==> config.mk <==
export PLATFORM = sky130hd
export DESIGN_NAME = fpu_add_sub_arbiter
export DESIGN_NICKNAME = d
export VERILOG_FILES = /design/src/rtl/fpu_add_sub_arbiter.sv
export SDC_FILE = /design/constraint.sdc
export NUM_CORES = 1
export LEC_CHECK = 0
export CELL_PAD_IN_SITES_DETAIL_PLACEMENT = 1
export CELL_PAD_IN_SITES_GLOBAL_PLACEMENT = 2
export CORE_UTILIZATION = 21
export CTS_CLUSTER_SIZE = 24
export DETAILED_ROUTE_END_ITERATION = 8
export PLACE_DENSITY = 0.76
export RECOVER_POWER = 100
export SKIP_CTS_REPAIR_TIMING = 1
export SLEW_MARGIN = 20
export SYNTH_ARGS = -nofsm -noshare
export SYNTH_HDL_FRONTEND = slang
export SYNTH_SLANG_ARGS = --single-unit
==> constraint.sdc <==
create_clock -name i_clk -period 4.3 [get_ports i_clk]
set_clock_uncertainty 0.2 [all_clocks]
set_input_delay 0.645 -clock i_clk [delete_from_list [all_inputs] [get_ports i_clk]]
set_output_delay 0.645 -clock i_clk [all_outputs]
set_load 0.05 [all_outputs]
==> src/rtl/fpu_add_sub_arbiter.sv <==
// Round-robin arbiter sharing one fixed-latency FPU add/sub unit among NUM_REQ requesters.
// Define FPU_ARB_FIXED_PRIO_EN for fixed priority (lowest index wins, no RR pointer).
module fpu_add_sub_arbiter #(
    parameter int NUM_REQ     = 4,
    parameter int DATA_WIDTH  = 32,
    parameter int FPU_LATENCY = 3,
    parameter int ID_W        = $clog2(NUM_REQ)
) (
    input  logic                          i_clk,
    input  logic                          i_rst_n,
    input  logic [NUM_REQ-1:0]            i_req_valid,
    output logic [NUM_REQ-1:0]            o_req_ready,
    input  logic [NUM_REQ*DATA_WIDTH-1:0] i_req_a,
    input  logic [NUM_REQ*DATA_WIDTH-1:0] i_req_b,
    input  logic [NUM_REQ-1:0]            i_req_op,
    output logic                          o_fpu_valid,
    output logic [DATA_WIDTH-1:0]         o_fpu_a,
    output logic [DATA_WIDTH-1:0]         o_fpu_b,
    output logic                          o_fpu_op,
    input  logic [DATA_WIDTH-1:0]         i_fpu_result,
    output logic [NUM_REQ-1:0]            o_rsp_valid,
    output logic [DATA_WIDTH-1:0]         o_rsp_data,
    output logic                          o_busy
);

    // Handshake: requester k transfers its operands in a cycle where
    // i_req_valid[k] & o_req_ready[k]; ready is one-hot or zero and never waits on valid
    // of a different cycle, so a withdrawn request simply is not issued.
    logic [NUM_REQ-1:0] grant;
    logic [ID_W-1:0]    grant_id;
    logic               grant_found;

    logic [ID_W-1:0]        issue_id;
    logic [FPU_LATENCY-1:0] tag_v;
    logic [ID_W-1:0]        tag_id [FPU_LATENCY];
    logic [NUM_REQ-1:0]     tail_onehot;

`ifdef FPU_ARB_FIXED_PRIO_EN
    always_comb begin
        grant       = '0;
        grant_id    = '0;
        grant_found = 1'b0;
        for (int i = 0; i < NUM_REQ; i++) begin
            if (i_rst_n && !grant_found && i_req_valid[i]) begin
                grant_found = 1'b1;
                grant[i]    = 1'b1;
                grant_id    = ID_W'(i);
            end
        end
    end
`else
    logic [ID_W-1:0] rr_ptr;
    int              scan_idx;

    always_comb begin
        grant       = '0;
        grant_id    = '0;
        grant_found = 1'b0;
        scan_idx    = 0;
        for (int i = 0; i < NUM_REQ; i++) begin
            scan_idx = int'(rr_ptr) + i;
            if (scan_idx >= NUM_REQ) scan_idx = scan_idx - NUM_REQ;
            if (i_rst_n && !grant_found && i_req_valid[ID_W'(scan_idx)]) begin
                grant_found                = 1'b1;
                grant[ID_W'(scan_idx)]     = 1'b1;
                grant_id                   = ID_W'(scan_idx);
            end
        end
    end

    always_ff @(posedge i_clk or negedge i_rst_n) begin
        if (!i_rst_n) begin
            rr_ptr <= '0;
        end else if (grant_found) begin
            rr_ptr <= (grant_id == ID_W'(NUM_REQ - 1)) ? '0 : grant_id + 1'b1;
        end
    end
`endif

    assign o_req_ready = grant;
    assign tail_onehot = NUM_REQ'(1) << tag_id[FPU_LATENCY-1];

    always_ff @(posedge i_clk or negedge i_rst_n) begin
        if (!i_rst_n) begin
            o_fpu_valid <= 1'b0;
            o_fpu_a     <= '0;
            o_fpu_b     <= '0;
            o_fpu_op    <= 1'b0;
            issue_id    <= '0;
            tag_v       <= '0;
            for (int i = 0; i < FPU_LATENCY; i++) tag_id[i] <= '0;
            o_rsp_valid <= '0;
            o_rsp_data  <= '0;
        end else begin
            o_fpu_valid <= grant_found;
            if (grant_found) begin
                o_fpu_a  <= i_req_a[int'(grant_id)*DATA_WIDTH +: DATA_WIDTH];
                o_fpu_b  <= i_req_b[int'(grant_id)*DATA_WIDTH +: DATA_WIDTH];
                o_fpu_op <= i_req_op[grant_id];
                issue_id <= grant_id;
            end
            // Tag shifts every cycle, bubbles included, so the tail lines up with the FPU output.
            tag_v[0]  <= o_fpu_valid;
            tag_id[0] <= issue_id;
            for (int i = 1; i < FPU_LATENCY; i++) begin
                tag_v[i]  <= tag_v[i-1];
                tag_id[i] <= tag_id[i-1];
            end
            o_rsp_valid <= tag_v[FPU_LATENCY-1] ? tail_onehot : '0;
            if (tag_v[FPU_LATENCY-1]) o_rsp_data <= i_fpu_result;
        end
    end

    assign o_busy = o_fpu_valid | (|tag_v) | (|o_rsp_valid);

endmodule

==> results of run 1 <==
==> flip-flops by register name (all words and copies together) (netlist names) <==
name / count
o_rsp_valid: 4
o_fpu_b: 32
issue_id: 2
o_fpu_valid: 1
rr_ptr: 2
tag_id: 6
o_fpu_op: 1
o_rsp_data: 32
tag_v: 3
o_fpu_a: 32
==> worst paths after layout <==
check | from | slack, ns | endpoint
min in group asynchronous | i_rst_n | 0.53 | o_fpu_a[4]$_DFFE_PN0P_
worst min register to register | tag_id[2]$_DFF_PN0_ | 0.15 | tag_id[0]$_DFF_PN0_
worst min-delay path | tag_id[2]$_DFF_PN0_ | 0.15 | tag_id[0]$_DFF_PN0_
worst max register to register | rr_ptr[1]$_DFFE_PN0P_ | 0.39 | rr_ptr[1]$_DFFE_PN0P_
worst max-delay path | rr_ptr[1]$_DFFE_PN0P_ | 0.28 | o_req_ready[0]
max in group asynchronous | i_rst_n | 0.64 | o_rsp_valid[2]$_DFF_PN0_
==> critical path: cells and delay by family, from the launching register on <==
kind | cells | cell delay [ns]
multiplexers | 1 | 0.66
flip-flops | 1 | 0.48
AO/OA/AOI/OAI | 2 | 0.47
adder cells (fa/ha/maj) | 1 | 0.47
buffers and inverters | 2 | 0.36
AND/OR/NAND/NOR | 2 | 0.33
==> per-layer routing <==
| metal | track usage, % | vias up |
|---|---|---|
| met2 | 29.1 | 247 |
| met1 | 18.5 | 2987 |
| met4 | 4.42 | 0 |
| met5 | 0 | - |
| li1 | - | 2854 |
| met3 | 4.86 | 24 |
==> logic make-up after synthesis <==
logic type	count (synthesis)	share of synthesized area, %
mux	171	27.7
simple gates	108	7.05
fa+ha+maj	8	1.55
flops	115	44.5
compound gates	93	14.9
buf+inv	46	4.33
==> area by class of cell <==
type | instances | area [um^2] | share of cell area (%)
Clock buffer | 17 | 425 | 3.71
Timing Repair Buffer | 422 | 4270 | 37.2
Multi-Input combinational cell | 380 | 3210 | 28.0
Antenna cell | 1 | 2.50 | 0.0218
Sequential cell | 115 | 2880 | 25.1
Tap cell | 390 | 488 | 4.26
Clock inverter | 15 | 179 | 1.56
Inverter | 4 | 15.0 | 0.131
==> synthesized netlist by cell type, types with 2 or more instances <==
library cell	number	share of area (%)
o221ai_1	2	0.27
mux2i_1	132	20
o21ai_0	7	0.54
a221oi_1	34	4.6
dfrtp_1	115	44
a22o_1	2	0.27
ha_1	8	1.5
a31oi_1	2	0.19
nor3_1	2	0.15
nor2_1	74	4.3
a221oi_2	31	7.2
buf_2	13	1.0
o22ai_1	2	0.19
mux4_2	3	1.0
buf_6	7	1.2
nor2b_1	4	0.39
buf_4	9	1.0
inv_1	4	0.23
a21oi_1	5	0.39
a21boi_0	2	0.23
nand2_1	14	0.81
nand3_1	2	0.15
nor4_1	2	0.19
nand2b_1	2	0.19
mux2_2	36	6.3
clkbuf_1	11	0.64
==> through the flow <==
| step | util, % | TNS, ns | std cells |
|---|---|---|---|
| after floorplan | - | 0 | 541 |
| after global placement | 36.8 | 0 | 1310 |
| after detailed placement | 36.8 | 0 | 1310 |
| after CTS | 38.8 | -0.0133 | 1342 |
| after global routing | 38.3 | 0 | 1344 |
| final | 38.3 | 0 | 1344 |
==> power groups by stage <==
stage | combinational, mW | sequential [mW] | clock (mW)
floorplan | 2.64 | 3.21 | 0
global placement | 5.94 | 1.81 | 0
global route | 5.94 | 1.86 | 1.55
CTS | 5.99 | 1.81 | 1.50
finish | 5.60 | 1.79 | 1.45
detailed placement | 5.98 | 1.83 | 0
==> impl_metrics.tcl, run 1 <==
set metrics [dict create \
    p_int_mw 4.52 \
    crit_chain "inv_1 > ha_1 > mux4_2 > nor2b_2 > nand3_1 > a21boi_0 > o21ai_0 > buf_12" \
    start_util_pct 21.6 \
    slew_headroom_pct -33.4 \
    clockBufferDepth 2 \
    ir_worst_vdd_mv 0.564 \
    yosysWarnings 0 \
    critPathRequiredTime_ns 3.45 \
    portBuffers 404 \
    place_congestion 0.753 \
    critical-path-slowest-cell "mux4_2" \
    ant_nets 0 \
    ios 405 \
    syn_inst 541 \
    vias 6112 \
    reg2reg_depth 9 \
    final_area_um2 11500 \
    first_global_vias 6530 \
    dr_wl_met2_um 13400 \
    min_period_ns 4.02 \
    path_max_fanout 10 \
    p_clk_share_pct 16.4 \
    maxCapViolCount 1 \
    combPwrFrac_pct 63.3 \
    fmax_ghz 0.248 \
    nNetsFinal 1246 \
    failed_checks "capacitance limit, slew limit" \
    route.detailed.drc 0 \
    cts_buffers 17 \
    root_buffer "clkbuf_16" \
    n_fill_cell 3299 \
    area_growth_pct 77.1 \
    fin_ws_ns 0.275 \
    criticalPathCategory "reg -> out" \
    cts_max_level 4 \
    post_drt_wl_per_cell_um 19.4 \
    power_mw 8.84 \
    place.detailed.hpwl_um 19900 \
    final_max_slew_viol_count 34 \
    drt_wl_total_um 26000 \
    worstPathArrival_ns 3.18 \
    mostFrequentLayoutCell "clkdlybuf4s50_1" \
    drtPass1Iterations 4 \
    mostFrequentLayoutCells "clkdlybuf4s50_1, mux2i_1, dfrtp_1" \
    wl_met1_um 10100 \
    die_h_um 178 \
    met3WireLength_um 2070 \
    swShare_pct 48.8 \
    cts_sinks 115 \
    syn_area_um2 6470 \
    worstMarginPinSlew_ns 2.00 \
    dpl-instance-area_um2 11000 \
    power.density_nw_per_um2 771 \
    yosysSeqAreaShare_pct 44.5 \
    core_um2 30000 \
    netlist-cell-type-count 42 \
    seqPwrFrac_pct 20.3 \
    rsz0062_at_grt "no" \
    drtIter0Drc 224 \
    power_leakage_nw 4.72 \
    worstHoldPathType "reg -> reg" \
    dr.max_layer_used "met4" \
    synth-edff-count 0 \
    grt_max_degree 66 \
    viasPerCell 4.55 \
    p_sw_mw 4.32 \
    post-place-ws_ns 0.453 \
    ys_seq_elements 115 \
    outcome "complete, but fails checks" \
    grt_usage_pct 16.2 \
    synth_area_per_cell_um2 12.0 \
    syn-num-nets 847 \
    clk_pin_slew_worst_paths_ns 0.07 \
    synthFlopType "dfrtp_1" \
    num_rows 63 \
    holdWs_ns 0.150 \
    die-area_um2 31500 \
    antenna_found_initial 1 \
    hold_viol 0 \
    max_stage_delay_ns 0.66 \
    min_path_cells 0 \
    drive_above_1_share_pct 11.6 \
    grt_pass1_wl_um 38600 \
    cp-end-kind "primary output" \
    startpoint_type "flop" \
    grt_overflow 0 \
    fin_crit_sh_pct 93.6 \
    setup_viol 0 \
    clock_latency_ns 0.41 \
    cts_tree "done" \
    async_flop_share_pct 100 \
    die_x_um 178 \
]
(Power assumes the default switching activity.)
==> inputs of run 2 (changes only) <==
Settings changed: SLEW_MARGIN 20 to 10.
==> results of run 2 <==
The final DEF is identical to that of run 1; final timing and power are the same.
==> inputs of run 3 (changes only) <==
Settings changed: SKIP_CTS_REPAIR_TIMING 1 to default.
==> run 3 against run 2 <==
The flow still finishes with violations (capacitance limit, slew limit). Hold slack about the same. Critical path depth unchanged. Sequential power about the same. Non-clock buffer count unchanged. Fmax about the same. Via count decreased by 0.20%. Die area unchanged. Largest power group unchanged.
==> impl_metrics.tcl, run 3 (synthesized netlist as in run 1, its figures left out) <==
set metrics [dict create \
    criticalPathCategory "reg -> out" \
    mostFrequentLayoutCell "clkdlybuf4s50_1" \
    slew_headroom_pct -33.6 \
    r2r-end "rr_ptr[1]$_DFFE_PN0P_" \
    top_regs "o_fpu_a (32), o_fpu_b (32), o_rsp_data (32)" \
    route.detailed.drc 0 \
    nNetsFinal 1246 \
    clock_latency_ns 0.41 \
    cts_buffers 17 \
    multi_input_area_um2 3210 \
    cts_tree "done" \
    timing.rr.start "rr_ptr[1]$_DFFE_PN0P_" \
    place.detailed.hpwl_um 19900 \
    hold_viol 0 \
    drt_wl_total_um 26000 \
    die_h_um 178 \
    min_path_cells 0 \
    ir_worst_vdd_mv 0.565 \
    startpoint_type "flop" \
    crit_chain "inv_1 > ha_1 > mux4_2 > nor2b_2 > nand3_1 > a21boi_0 > o21ai_0 > buf_12" \
    worstMarginPinSlew_ns 2.00 \
    antenna_cells 0 \
    grt_pass1_wl_um 38600 \
    clk_pin_slew_worst_paths_ns 0.07 \
    die_x_um 178 \
    critPathRequiredTime_ns 3.45 \
    worstHoldPathType "reg -> reg" \
    critical-path-slowest-cell "mux4_2" \
    post_drt_wl_per_cell_um 19.4 \
    mostFrequentLayoutCells "clkdlybuf4s50_1, mux2i_1, dfrtp_1" \
    fmax_ghz 0.248 \
    die-area_um2 31500 \
    max_stage_delay_ns 0.65 \
    first_global_vias 6532 \
    viasPerCell 4.54 \
    portBuffers 404 \
    maxCapViolCount 1 \
    power_leakage_nw 4.72 \
    drtPass1Iterations 4 \
    reg2reg_depth 9 \
    grt_max_degree 66 \
    register_area_um2 2880 \
    root_buffer "clkbuf_16" \
    power.density_nw_per_um2 771 \
    fin_setup_tns_ns 0 \
    path_max_fanout 10 \
    utilization_pct 38.3 \
    setup_viol 0 \
    r2r_setup_slack_ns 0.39 \
    grt_usage_pct 16.2 \
    num_rows 63 \
    holdPathEnd "tag_id[0]$_DFF_PN0_" \
    failed_checks "capacitance limit, slew limit" \
    min_period_ns 4.02 \
    drtIter0Drc 225 \
    area_growth_pct 77.1 \
    core_um2 30000 \
    cp-end-kind "primary output" \
    power_mw 8.84 \
    start_util_pct 21.6 \
    antenna_found_initial 0 \
    drive_above_1_share_pct 11.6 \
    postCtsSetupBuffers 0 \
    grt_overflow 0 \
    vias 6100 \
    place_congestion 0.753 \
    final_max_slew_viol_count 34 \
    holdWs_ns 0.150 \
    cts_max_level 4 \
    clockBufferDepth 2 \
    worstPathArrival_ns 3.18 \
    ios 405 \
    cts_sinks 115 \
    n_fill_cell 3299 \
    rsz0062_at_grt "no" \
    outcome "complete, but fails checks" \
    worstHoldStart "tag_id[2]$_DFF_PN0_" \
    fin_crit_sh_pct 93.6 \
    ant_nets 0 \
]
==> run 3: area by class of cell <==
type	instances	area share [%]
Clock inverter	15	1.56
Tap cell	390	4.26
Inverter	4	0.131
Timing Repair Buffer	422	37.2
Multi-Input combinational cell	380	28.0
Clock buffer	17	3.71
Sequential cell	115	25.1
==> run 3: critical path: cells and delay by family (launching register included) <==
kind | cells | cell delay, ns
simple gates | 2 | 0.33
compound gates | 2 | 0.47
fa+ha+maj | 1 | 0.47
mux | 1 | 0.65
flops | 1 | 0.48
buf+inv | 2 | 0.36
==> run 3: timing repair <==
action                                 in CTS  in global routing
resized for setup                           1                  2
cloned                                      0                  0
hold buffers                                1                  0
endpoints found under the hold margin       8                  0
setup endpoints to repair                   1                  4
==> run 3: per-layer routing <==
metal  global-route usage [%]  wire, um
met1                     18.5     10200
met2                     29.1     13300
met3                     4.86      2040
met4                     4.42       463
met5                        0         0
==> run 3: how the worst max path moves through the flow <==
stage	startpoint	to	slack [ns]	depth (start not counted)
2_1_floorplan	rr_ptr[0]$_DFFE_PN0P_	o_req_ready[0]	0.04	9
3_3_place_gp	i_req_valid[0]	rr_ptr[1]$_DFFE_PN0P_	0.50	9
3_5_place_dp	rr_ptr[1]$_DFFE_PN0P_	o_req_ready[1]	0.45	8
4_1_cts	rr_ptr[1]$_DFFE_PN0P_	o_req_ready[0]	0.01	8
5_1_grt	rr_ptr[1]$_DFFE_PN0P_	o_req_ready[0]	0.05	8
6_report	rr_ptr[1]$_DFFE_PN0P_	o_req_ready[0]	0.28	8
==> run 3: per-stage QoR <==
| stage | setup slack [ns] | instance area (um^2) | instances |
|---|---|---|---|
| 2_1_floorplan | 0.0426 | 6470 | 541 |
| 3_3_place_gp | 0.504 | 11000 | 1310 |
| 4_1_cts | 0.0113 | 11600 | 1343 |
| 6_report | 0.275 | 11500 | 1343 |
| 5_1_grt | 0.0475 | 11500 | 1343 |
| 3_5_place_dp | 0.453 | 11000 | 1310 |
==> run 3: where the power goes <==
part / internal [mW] / switching, mW
sequential: 1.55 / 0.245
clock: 0.790 / 0.659
combinational: 2.18 / 3.42
